[config.mk]
export PLATFORM = sky130hd
export DESIGN_NAME = char_stream_feeder_flat
export DESIGN_NICKNAME = d
export VERILOG_FILES = /design/src/rtl/char_stream_feeder_if.sv /design/src/rtl/char_stream_feeder.sv /design/src/flat_wrapper.sv
export SDC_FILE = /design/constraint.sdc
export NUM_CORES = 1
export LEC_CHECK = 0
export CORE_MARGIN = 2
export CORE_UTILIZATION = 45
export DETAILED_ROUTE_END_ITERATION = 6
export PLACE_DENSITY_LB_ADDON = 0.12
export SETUP_SLACK_MARGIN = 0.15
export SYNTH_ARGS = -nofsm -noshare
export SYNTH_HDL_FRONTEND = slang
export SYNTH_SLANG_ARGS = --single-unit
[constraint.sdc]
create_clock -name clk -period 4.6 [get_ports clk]
set_input_delay 0.92 -clock clk [delete_from_list [all_inputs] [get_ports clk]]
set_output_delay 0.92 -clock clk [all_outputs]
set_load 0.01 [all_outputs]
[src/rtl/char_stream_feeder_if.sv]
// Host-side and parser-side signal bundle for char_stream_feeder.
// master = host/parser environment, slave = the feeder.
interface char_stream_feeder_if #(
  parameter int ADDR_W = 4
);
  logic [6:0]      in_char;
  logic            in_valid;
  logic            in_ready;
  logic            out_en;
  logic            flush;
  logic [6:0]      ascii_char;
  logic            char_valid;
  logic            eos;
  logic [ADDR_W:0] fifo_count;
  logic            illegal_char;

  modport master (
    output in_char,
    output in_valid,
    output out_en,
    output flush,
    input  in_ready,
    input  ascii_char,
    input  char_valid,
    input  eos,
    input  fifo_count,
    input  illegal_char
  );

  modport slave (
    input  in_char,
    input  in_valid,
    input  out_en,
    input  flush,
    output in_ready,
    output ascii_char,
    output char_valid,
    output eos,
    output fifo_count,
    output illegal_char
  );
endinterface

[src/rtl/char_stream_feeder.sv]
// Normalising ASCII FIFO feeding the if/else parser, one char per emit slot.
// Define FEEDER_CASE_FOLD_EN to store 'A'..'Z' as lowercase.
module char_stream_feeder #(
  parameter int DEPTH  = 16,
  parameter int ADDR_W = 4,
  parameter int GAP    = 0
) (
  input  logic                 clk,
  input  logic                 rst,
  char_stream_feeder_if.slave  bus
);
  localparam int GW  = (GAP > 2) ? $clog2(GAP) : 1;
  localparam int GM1 = (GAP > 0) ? GAP - 1 : 0;

  typedef enum logic [1:0] {
    S_IDLE,
    S_EMIT,
    S_GAP
  } state_t;

  logic [6:0]        r_mem [DEPTH];
  logic [ADDR_W-1:0] r_wptr;
  logic [ADDR_W-1:0] r_rptr;
  logic [ADDR_W:0]   r_count;
  state_t            r_state;
  state_t            w_next;
  logic [GW-1:0]     r_gap;
  logic [6:0]        r_char;
  logic              r_valid;
  logic              r_eos;
  logic              r_ill;
  logic              r_last_ws;

  logic              w_ready;
  logic              w_accept;
  logic              w_silent;
  logic              w_ws;
  logic              w_illegal;
  logic              w_push;
  logic              w_pop;
  logic              w_gap_load;
  logic [6:0]        w_store;
  logic [6:0]        w_head;

  assign w_ready  = (r_count < (ADDR_W+1)'(DEPTH))
                 && !bus.flush;
  assign w_accept = bus.in_valid && w_ready;
  assign w_head   = r_mem[r_rptr];

  always_comb begin
    w_silent  = (bus.in_char == 7'h00)
             || (bus.in_char == 7'h0D);
    w_ws      = (bus.in_char == 7'h20)
             || (bus.in_char == 7'h09)
             || (bus.in_char == 7'h0A);
    w_illegal = !w_silent && !w_ws
             && ((bus.in_char < 7'h20)
             || (bus.in_char == 7'h7F));
    w_store   = w_ws ? 7'h20 : bus.in_char;
`ifdef FEEDER_CASE_FOLD_EN
    if (bus.in_char >= 7'h41 && bus.in_char <= 7'h5A)
      w_store = bus.in_char + 7'h20;
`endif
    // runs of whitespace collapse to one space
    w_push = w_accept && !w_silent && !w_illegal
          && (!w_ws || !r_last_ws);
  end

  assign w_pop = (r_state == S_IDLE) && bus.out_en
              && (r_count != '0);

  always_comb begin
    w_next     = r_state;
    w_gap_load = 1'b0;
    unique case (r_state)
      S_IDLE: begin
        if (w_pop)
          w_next = S_EMIT;
      end
      S_EMIT: begin
        if (GAP == 0) begin
          w_next = S_IDLE;
        end else begin
          w_next     = S_GAP;
          w_gap_load = 1'b1;
        end
      end
      S_GAP: begin
        if (r_gap == '0)
          w_next = S_IDLE;
      end
      default: w_next = S_IDLE;
    endcase
  end

  always_ff @(posedge clk) begin
    if (!rst)
      r_state <= S_IDLE;
    else if (bus.flush)
      r_state <= S_IDLE;
    else
      r_state <= w_next;
  end

  always_ff @(posedge clk) begin
    if (!rst)
      r_gap <= '0;
    else if (bus.flush)
      r_gap <= '0;
    else if (w_gap_load)
      r_gap <= GW'(GM1);
    else if (r_state == S_GAP && r_gap != '0)
      r_gap <= r_gap - GW'(1);
  end

  always_ff @(posedge clk) begin
    if (w_push)
      r_mem[r_wptr] <= w_store;
  end

  always_ff @(posedge clk) begin
    if (!rst || bus.flush) begin
      r_wptr  <= '0;
      r_rptr  <= '0;
      r_count <= '0;
    end else begin
      if (w_push)
        r_wptr <= r_wptr + ADDR_W'(1);
      if (w_pop)
        r_rptr <= r_rptr + ADDR_W'(1);
      unique case ({w_push, w_pop})
        2'b10:   r_count <= r_count + (ADDR_W+1)'(1);
        2'b01:   r_count <= r_count - (ADDR_W+1)'(1);
        default: r_count <= r_count;
      endcase
    end
  end

  // ascii_char keeps its last value across flush
  always_ff @(posedge clk) begin
    if (!rst) begin
      r_char  <= '0;
      r_valid <= 1'b0;
      r_eos   <= 1'b0;
    end else if (bus.flush) begin
      r_valid <= 1'b0;
      r_eos   <= 1'b0;
    end else if (w_pop) begin
      r_char  <= w_head;
      r_valid <= 1'b1;
      r_eos   <= (w_head == 7'h3B);
    end else begin
      r_valid <= 1'b0;
      r_eos   <= 1'b0;
    end
  end

  always_ff @(posedge clk) begin
    if (!rst)
      r_last_ws <= 1'b1;
    else if (bus.flush)
      r_last_ws <= 1'b1;
    else if (w_accept && w_ws)
      r_last_ws <= 1'b1;
    else if (w_push)
      r_last_ws <= 1'b0;
  end

  always_ff @(posedge clk) begin
    if (!rst)
      r_ill <= 1'b0;
    else if (w_accept && w_illegal)
      r_ill <= 1'b1;
  end

  assign bus.in_ready     = w_ready;
  assign bus.ascii_char   = r_char;
  assign bus.char_valid   = r_valid;
  assign bus.eos          = r_eos;
  assign bus.fifo_count   = r_count;
  assign bus.illegal_char = r_ill;

endmodule

[src/flat_wrapper.sv]
// flat-port wrapper written by rule: the top's interface ports become plain ports
module char_stream_feeder_flat 
#(
  parameter int DEPTH  = 16,
  parameter int ADDR_W = 4,
  parameter int GAP    = 0
)
  (clk, rst, bus_in_char, bus_in_valid, bus_out_en, bus_flush, bus_in_ready, bus_ascii_char, bus_char_valid, bus_eos, bus_fifo_count, bus_illegal_char);
  char_stream_feeder_if #(.ADDR_W(ADDR_W)) bus_i ();
  input  logic clk;
  input  logic rst;
  input wire logic [$bits(bus_i.in_char)-1:0] bus_in_char;
  input wire logic [$bits(bus_i.in_valid)-1:0] bus_in_valid;
  input wire logic [$bits(bus_i.out_en)-1:0] bus_out_en;
  input wire logic [$bits(bus_i.flush)-1:0] bus_flush;
  output wire logic [$bits(bus_i.in_ready)-1:0] bus_in_ready;
  output wire logic [$bits(bus_i.ascii_char)-1:0] bus_ascii_char;
  output wire logic [$bits(bus_i.char_valid)-1:0] bus_char_valid;
  output wire logic [$bits(bus_i.eos)-1:0] bus_eos;
  output wire logic [$bits(bus_i.fifo_count)-1:0] bus_fifo_count;
  output wire logic [$bits(bus_i.illegal_char)-1:0] bus_illegal_char;
  assign bus_i.in_char = bus_in_char;
  assign bus_i.in_valid = bus_in_valid;
  assign bus_i.out_en = bus_out_en;
  assign bus_i.flush = bus_flush;
  assign bus_in_ready = bus_i.in_ready;
  assign bus_ascii_char = bus_i.ascii_char;
  assign bus_char_valid = bus_i.char_valid;
  assign bus_eos = bus_i.eos;
  assign bus_fifo_count = bus_i.fifo_count;
  assign bus_illegal_char = bus_i.illegal_char;
  char_stream_feeder #(.DEPTH(DEPTH), .ADDR_W(ADDR_W), .GAP(GAP)) u_core (.clk(clk), .rst(rst), .bus(bus_i));
endmodule
==> results.yml, run 1 <==
logic_synthesis:
  synth_area_um2: 5780
  yosysTopAreaCellShare_pct: 58.2
  synth_edf_count: 112
  syn_inst: 352
  yosys-top-cells-area: "edfxtp_1 (58%), mux4_2 (11%), dfxtp_1 (10%), and3_1 (1.7%), ha_1 (1.7%)"
  ys_ff_latch: 141
  syn_area_per_cell_um2: 16.4
  yosysWarnings: 0
  async_reset_ff_share_pct: 0
  synth.largest_area_cell: "edfxtp_1"
  ys_seq_area_share_pct: 68.2
  synth_nets: 372
  synth.distinct_cells: 50
  ys.flop_type: "edfxtp_1"
global_routing:
  grt_max_degree: 25
  grt_pass1_wl_um: 19000
  grt_pass1_vias: 3233
  grt_overflow: 0
  antenna_found_initial: 0
  track_usage_pct: 18.8
clock_tree:
  clkSlewWorstSetupHoldPaths_ns: 0.06
  cts_hold_buf: 0
  cts_buffer_depth: 2
  cts_resized: 0
  clock_latency_ns: 0.42
  htree_levels: 4
  cts_buffers: 17
  clock-sinks: 141
  postCtsSetupBuffers: 0
  root_buffer: "clkbuf_16"
  cts_tree: "yes"
die:
  die-area_um2: 13800
  core.rowCount: 41
  start_util_pct: 46.0
  dieHeight_um: 117
  ioPinCount: 28
  fp.coreArea_um2: 12600
  fp.dieW_um: 117
sta:
  worst_slack_ns: 0.860
  fin_tns_setup_ns: 0
  max_freq_ghz: 0.267
  rsz0062_at_grt: "no"
  period_minus_slack_ns: 3.74
  finalHoldViolations: 0
  setup_violations: 0
  tightest_slew_ns: 0.853
  slew_headroom_pct: 43.2
  period_share_pct: 81.3
  skew_ns: 0.00899
  finalMaxSlewViolations: 0
cells_and_area:
  nFillCells: 1034
  diodes: 0
  seq_area_um2: 3950
  nets: 410
  stdcell_count: 575
  drive_gt1_share_pct: 17.4
  multi_input_area_um2: 1740
  syn2layout_area_growth_pct: 18.1
routing:
  wl_um: 11900
  route.detailed.drc: 0
  via_count: 3151
  top_layer: "met4"
  ant_nets: 0
  met2_length_um: 6040
  wl_per_cell_um: 20.7
  viasPerCell: 5.48
  dr.pass1.iters: 4
  wl_met3_um: 503
  wirelength_met1_um: 5360
  drt_iter0_drc: 235
critical_path:
  startpoint_type: "primary input"
  cp.arrival_ns: 4.08
  r2r_slack_ns: 1.90
  required_ns: 4.94
  critical_path_class: "in2reg"
  r2r_end: "u_core.bus.ascii_char[0]$_SDFFE_PN0P_"
  cp-startpoint: "bus_in_char[3]"
  reg2reg_depth: 5
  endpoint_kind: "flop"
  critical_path_peak_fanout: 9
placement:
  place_ws_ns: 0.443
  placed_cells: 543
  io_buffers: 27
  hpwl_um: 7970
  place.gp.congestion: 0.795
min_path:
  hold_path_class: "reg2reg"
  min_from: "u_core.r_last_ws$_SDFFE_PP1P_"
  min_path_cells: 2
  min_to: "u_core.r_last_ws$_SDFFE_PP1P_"
power_and_ir_drop:
  ir_drop_uv: 240
  leakage_nw: 2.25
  powerDensity_nw_per_um2: 413
outcome:
  status: "finished clean"
job:
  maxCapViolCount: 0
[through the flow]
stage	util, %	power [mW]	area, um2	hold slack [ns]
floorplan	-	1.46	5780	0.433
global placement	49.7	1.50	6250	0.448
detailed placement	49.7	1.51	6250	0.459
CTS	54.3	2.84	6830	0.470
global route	54.3	2.90	6830	0.493
finish	54.3	2.82	6830	0.469
[power by group]
group          switching [mW]  leakage, nW  internal, mW
Sequential            0.00455         1.24          1.38
Combinational          0.0554        0.730        0.0375
Clock                   0.497        0.276         0.840
[state kept, by name, indices dropped and copies added, names as in the netlist, named ones only]
name,flops
u_core.bus.illegal_char,1
u_core.bus.char_valid,1
u_core.bus.ascii_char,7
u_core.r_wptr,4
u_core.r_state,1
u_core.r_mem,112
u_core.bus.eos,1
u_core.bus.fifo_count,5
u_core.r_last_ws,1
u_core.r_rptr,4
[cell usage after synthesis, drive strengths merged (7+ instances only)]
master / instances
edfxtp: 112
a22oi: 10
clkbuf: 8
a21oi: 7
nor2b: 13
and3: 16
o21ai: 9
nor2: 14
buf: 8
ha: 8
mux2i: 9
dfxtp: 29
mux4: 29
and2: 10
nand2: 10
[metal layers]
metal,global-route usage (%),up-vias
li1,-,1473
met1,25.7,1618
met2,29.4,58
met3,5.11,2
met4,6.33,0
met5,0,-
[worst max path at each step]
stage	endpoint	cells after the start
2_1_floorplan	u_core.bus.fifo_count[2]$_SDFFE_PP0P_	15
3_3_place_gp	u_core.bus.fifo_count[2]$_SDFFE_PP0P_	13
3_5_place_dp	u_core.bus.fifo_count[4]$_SDFFE_PP0P_	14
4_1_cts	u_core.bus.fifo_count[2]$_SDFFE_PP0P_	13
5_1_grt	u_core.bus.fifo_count[4]$_SDFFE_PP0P_	14
6_report	u_core.bus.fifo_count[2]$_SDFFE_PP0P_	13
[area by class of cell]
cell class | count | share of cell area [%]
clock buffer | 18 | 6.28
clock inverter | 14 | 2.22
inverter | 6 | 0.330
multi-input combinational | 189 | 25.4
sequential | 141 | 57.8
tap | 172 | 3.15
timing repair buffer | 35 | 4.84
[placed cells by master (no fill, tap or decap), types with 6 or more instances in the layout]
master / Yosys / final
a22oi_1: 10 / 10
inv_1: 6 / 6
and3_1: 16 / 16
ha_1: 8 / 8
o21ai_0: 7 / 7
nor2_1: 13 / 13
and2_1: 10 / 10
nor2b_1: 13 / 13
buf_4: 2 / 8
clkbuf_16: 0 / 17
nand2_1: 10 / 10
clkdlybuf4s50_1: 0 / 27
xor2_1: 6 / 6
edfxtp_1: 112 / 112
mux2i_1: 9 / 9
mux4_2: 29 / 29
dfxtp_1: 29 / 28
a21oi_1: 7 / 7
[cells by family after synthesis]
family	synth area share, %
fa+ha+maj	1.73
compound gates	5.13
buf+inv	1.75
mux	13.1
simple gates	8.90
xor+xnor	1.21
flops	68.2
[worst max-delay path, cell delays in order]
cell and delay [ns]:
clkdlybuf4s50_1 0.58, nor4bb_1 0.50, o311ai_0 0.27, o31a_2 0.23, nor2_2 0.14, inv_1 0.07, ha_1 0.28, xor2_1 0.19
ha_1 0.22, a21oi_1 0.16, xor2_1 0.09, or3_1 0.31, a21oi_1 0.13
Power figures use the tool's default switching activity.
==> run 2, diff against run 1 <==
- clock period: 4.6 -> 3.8 ns (I/O delays scaled with it)
==> run 2 against run 1 <==
Effect of this change:
- setup slack worse by 0.46 ns
- power is 18% higher
- final cell count is 1.2% higher
- clock skew down 0.0023 ns
- cell area increased by 0.46%
- sequential power increased by 21%
- core utilization is 0.25 points higher
- clock power up 13%
- die area stayed put
- global-route usage rose by 0.084 points
- register-to-register slack got worse by 0.66 ns
- largest power group unchanged
==> results.yml, run 2 (synthesized netlist as in run 1, its figures left out) <==
cells_and_area:
  utilization_pct: 54.6
  final_common_cell: "edfxtp_1"
  final_cell_mix: "edfxtp_1 (112), mux4_2 (29), dfxtp_1 (28)"
  stdcell_count: 582
  regMostFlops: "u_core.r_mem"
  diodes: 0
  final_area_um2: 6860
  nets: 417
  largest_reg_flops: 112
  syn2layout_area_growth_pct: 18.7
  drive_gt1_share_pct: 20.2
sta:
  period_share_pct: 89.6
  slew_headroom_pct: 48.4
  tightest_slew_ns: 0.772
  period_minus_slack_ns: 3.40
  skew_ns: 0.00668
  setup_violations: 0
  rsz0062_at_grt: "no"
  hold_ws_ns: 0.467
  max_freq_ghz: 0.294
  finalHoldViolations: 0
  finalMaxSlewViolations: 0
  fin_tns_setup_ns: 0
global_routing:
  grt_overflow: 0
  grt_max_degree: 18
  antenna_found_initial: 0
  use_met3_pct: 5.30
  grt_pass1_wl_um: 18900
  grtUsageMet1_pct: 24.9
  gr-usage-met2_pct: 30.2
  grt_pass1_vias: 3245
  busiest_layer: "met2"
  track_usage_pct: 18.9
placement:
  placed_cells: 550
  io_buffers: 27
  place_area_um2: 6300
  place.gp.congestion: 0.813
  hpwl_um: 8150
critical_path:
  cp.arrival_ns: 3.69
  startpoint_type: "primary input"
  slowest_stage: "clkdlybuf4s50_1"
  crit_family: "simple AND/OR/NAND/NOR gates"
  r2r_slack_ns: 1.24
  max_stage_delay_ns: 0.59
  crit_chain: "clkdlybuf4s50_1 -> nor4b_1 -> o311ai_0 -> o31a_2 -> nor2_2 -> inv_1 -> ha_1 -> xor2_1 -> ha_1 -> and3b_1 -> o21ai_0 -> a31oi_1 -> xnor2_1 -> nor2_1"
  critical_path_class: "in2reg"
  critical_path_peak_fanout: 7
  required_ns: 4.08
  critPathBufInv: 2
  cpMostUsedCell: "ha_1"
  endpoint_kind: "flop"
routing:
  route.detailed.drc: 0
  wl_um: 12000
  drt_iter0_drc: 247
  wl_per_cell_um: 20.7
  via_count: 3209
  dr.pass1.iters: 4
  ant_nets: 0
  viasPerCell: 5.51
die:
  core.rowCount: 41
  fp.coreArea_um2: 12600
  ioPinCount: 28
  start_util_pct: 46.0
  die-area_um2: 13800
  dieHeight_um: 117
  fp.dieW_um: 117
job:
  maxCapViolCount: 0
clock_tree:
  clkSlewWorstSetupHoldPaths_ns: 0.06
  cts_tree: "yes"
  htree_levels: 4
  postCtsSetupBuffers: 0
  root_buffer: "clkbuf_16"
  clock-sinks: 141
  cts_buffers: 17
  clock_latency_ns: 0.42
  cts_buffer_depth: 2
  cts_hold_buf: 0
  cts_resized: 0
power_and_ir_drop:
  ir_drop_uv: 246
  powerDensity_nw_per_um2: 483
  leakage_nw: 2.29
outcome:
  status: "finished clean"
min_path:
  hold_path_class: "reg2reg"
## run 2: cell count changes in the layout (fill, tap and decap cells not counted), sizes merged
| cell | previous run | this run |
|---|---|---|
| clkinvlp | 3 | 2 |
| inv | 6 | 8 |
| clkbuf | 18 | 21 |
| buf | 8 | 15 |
| clkinv | 8 | 7 |
| bufinv | 3 | 0 |
## run 2: layout make-up
cell class / instances / area, um2
Clock buffer: 21 / 492
Multi-Input combinational cell: 189 / 1740
Clock inverter: 11 / 62.6
Fill cell: 1014 / 5710
Tap cell: 172 / 215
Sequential cell: 141 / 3950
Inverter: 6 / 22.5
Timing Repair Buffer: 42 / 383
## run 2: worst reg2reg max path, stage by stage, from the launching register on
cell and delay (ns):
dfxtp_2 0.68, buf_4 0.30, mux4_2 0.57, a221oi_1 0.60, mux2i_1 0.14, and2_1 0.18
## run 2: metrics by stage
step	total power [mW]	worst slack, ns
after floorplan	1.77	0.244
after global placement	1.83	0.152
after global routing	3.42	0.155
after detailed placement	1.83	0.0305
final	3.32	0.396
after CTS	3.34	0.440
## run 2: layer usage
layer / up-vias / part of all wire [%]
met5: - / 0
met4: 0 / 1.8
met3: 18 / 5.8
met2: 85 / 48
met1: 1615 / 44
li1: 1491 / -
## run 2: final timing paths
| path | startpoint | endpoint | depth (start not counted) |
|---|---|---|---|
| hold reg to reg | u_core.bus.ascii_char[3]$_SDFFE_PN0P_ | u_core.bus.ascii_char[3]$_SDFFE_PN0P_ | 2 |
| hold / removal | u_core.bus.ascii_char[3]$_SDFFE_PN0P_ | u_core.bus.ascii_char[3]$_SDFFE_PN0P_ | 2 |
| setup reg to reg | flop | u_core.bus.ascii_char[0]$_SDFFE_PN0P_ | 5 |
| setup / recovery | bus_in_char[5] | u_core.bus.fifo_count[4]$_SDFFE_PP0P_ | 14 |
## run 2: where the power goes
part           switching [mW]  internal, mW  total, mW  leakage, nW
clock                   0.603         0.915       1.52        0.280
combinational          0.0705        0.0494      0.120        0.767
sequential            0.00481          1.67       1.68         1.24
==> run 3, diff against run 2 <==
- CORE_MARGIN: 2 -> 1
- GPL_ROUTABILITY_DRIVEN: unset -> 0
- TNS_END_PERCENT: unset -> 50
==> run 3 against run 2 <==
Effect of this change:
- largest cell class unchanged
- critical path depth down 1
- first-iteration DRC count rose by 25%
- core utilization is 0.36 points higher
- final cell count did not move
==> results.yml, run 3 (synthesized netlist as in run 1, its figures left out) <==
critical_path:
  critical_path_peak_fanout: 7
  cp.arrival_ns: 3.66
  cp.depth: 13
  crit_family: "simple AND/OR/NAND/NOR gates"
  max_stage_delay_ns: 0.52
  crit_chain: "clkdlybuf4s50_1 -> nor4b_1 -> o311ai_0 -> o31a_2 -> nor2_2 -> inv_1 -> ha_1 -> xor2_1 -> ha_1 -> a21oi_1 -> xor2_1 -> or3_1 -> a21oi_1"
  critPathBufInv: 2
  reg2reg_depth: 5
  slowest_stage: "clkdlybuf4s50_1"
  startpoint_type: "primary input"
  required_ns: 4.14
  critical_path_class: "in2reg"
  endpoint_kind: "flop"
routing:
  dr.pass1.iters: 4
  met2_length_um: 5570
  wl_met3_um: 414
  viasPerCell: 5.38
  route.detailed.drc: 0
  ant_nets: 0
  wl_um: 11700
  wirelength_met1_um: 5540
  top_layer: "met4"
  drt_iter0_drc: 308
  wl_per_cell_um: 20.1
  via_count: 3133
sta:
  tightest_slew_ns: 0.744
  fin_tns_setup_ns: 0
  rsz0062_at_grt: "no"
  period_share_pct: 87.2
  setup_violations: 0
  finalMaxSlewViolations: 0
  max_freq_ghz: 0.302
  skew_ns: 0.00974
  finalHoldViolations: 0
  slew_headroom_pct: 50.3
  period_minus_slack_ns: 3.31
outcome:
  status: "finished clean"
cells_and_area:
  syn2layout_area_growth_pct: 19.5
  nets: 417
  utilization_pct: 54.9
  regMostFlops: "u_core.r_mem"
  nFillCells: 1021
  drive_gt1_share_pct: 19.3
  final_cell_mix: "edfxtp_1 (112), mux4_2 (29), dfxtp_1 (28)"
  largest_reg_flops: 112
  final_common_cell: "edfxtp_1"
  diodes: 0
min_path:
  hold_path_class: "reg2reg"
  min_path_cells: 2
die:
  start_util_pct: 46.0
  core.rowCount: 41
  fp.coreArea_um2: 12600
  ioPinCount: 28
  die-area_um2: 13300
  fp.dieW_um: 115
  dieHeight_um: 115
clock_tree:
  htree_levels: 4
  cts_resized: 0
  cts_hold_buf: 0
  cts_buffer_depth: 2
  cts_tree: "yes"
  postCtsSetupBuffers: 0
  clock_latency_ns: 0.42
  clock-sinks: 141
  clkSlewWorstSetupHoldPaths_ns: 0.06
  cts_buffers: 17
  root_buffer: "clkbuf_16"
power_and_ir_drop:
  powerDensity_nw_per_um2: 504
  ir_drop_uv: 230
  leakage_nw: 2.30
placement:
  io_buffers: 27
  hpwl_um: 7910
global_routing:
  track_usage_pct: 19.5
  antenna_found_initial: 0
  grt_max_degree: 20
  grt_pass1_wl_um: 18000
  grt_overflow: 0
  grt_pass1_vias: 3112
job:
  maxCapViolCount: 0
run 3: routing by layer:
layer / GRT usage (%) / up-vias
li1: - / 1482
met1: 26.1 / 1590
met2: 30.3 / 48
met3: 4.85 / 13
met4: 8.14 / 0
met5: 0 / -
run 3: final cells by class:
type	instances	area [um2]	area share [%]
Multi-Input combinational cell	189	1740	25.1
Inverter	6	22.5	0.326
Sequential cell	141	3950	57.1
Clock inverter	14	175	2.54
Timing Repair Buffer	42	383	5.54
Clock buffer	18	429	6.21
Tap cell	172	215	3.12
run 3: path summary, 6_finish.rpt:
kind	from	end	slack, ns
setup / recovery	bus_in_char[5]	u_core.bus.fifo_count[2]$_SDFFE_PP0P_	0.49
hold / removal	u_core.bus.ascii_char[3]$_SDFFE_PN0P_	u_core.bus.ascii_char[3]$_SDFFE_PN0P_	0.46
hold reg to reg	u_core.bus.ascii_char[3]$_SDFFE_PN0P_	u_core.bus.ascii_char[3]$_SDFFE_PN0P_	0.46
setup reg to reg	flop	u_core.bus.ascii_char[0]$_SDFFE_PN0P_	1.26
run 3: power by group:
part / switching [mW] / internal [mW]
Clock: 0.603 / 1.08
Sequential: 0.00482 / 1.67
Combinational: 0.0680 / 0.0492
Total: 0.676 / 2.81
run 3: tightest hold or removal path: stages (launching register included):
cell and delay (ns):
dfxtp_1 0.31, nand2_1 0.05, o21ai_0 0.06
run 3: through the flow:
stage	power (mW)	setup WS [ns]	area, um2	hold WS [ns]	instances
2_1_floorplan	1.77	0.244	5780	0.433	352
3_3_place_gp	1.83	0.198	6300	0.447	550
3_5_place_dp	1.83	0.0876	6300	0.458	550
4_1_cts	3.51	0.515	6910	0.469	582
5_1_grt	3.57	0.178	6910	0.489	582
6_report	3.48	0.485	6910	0.462	582
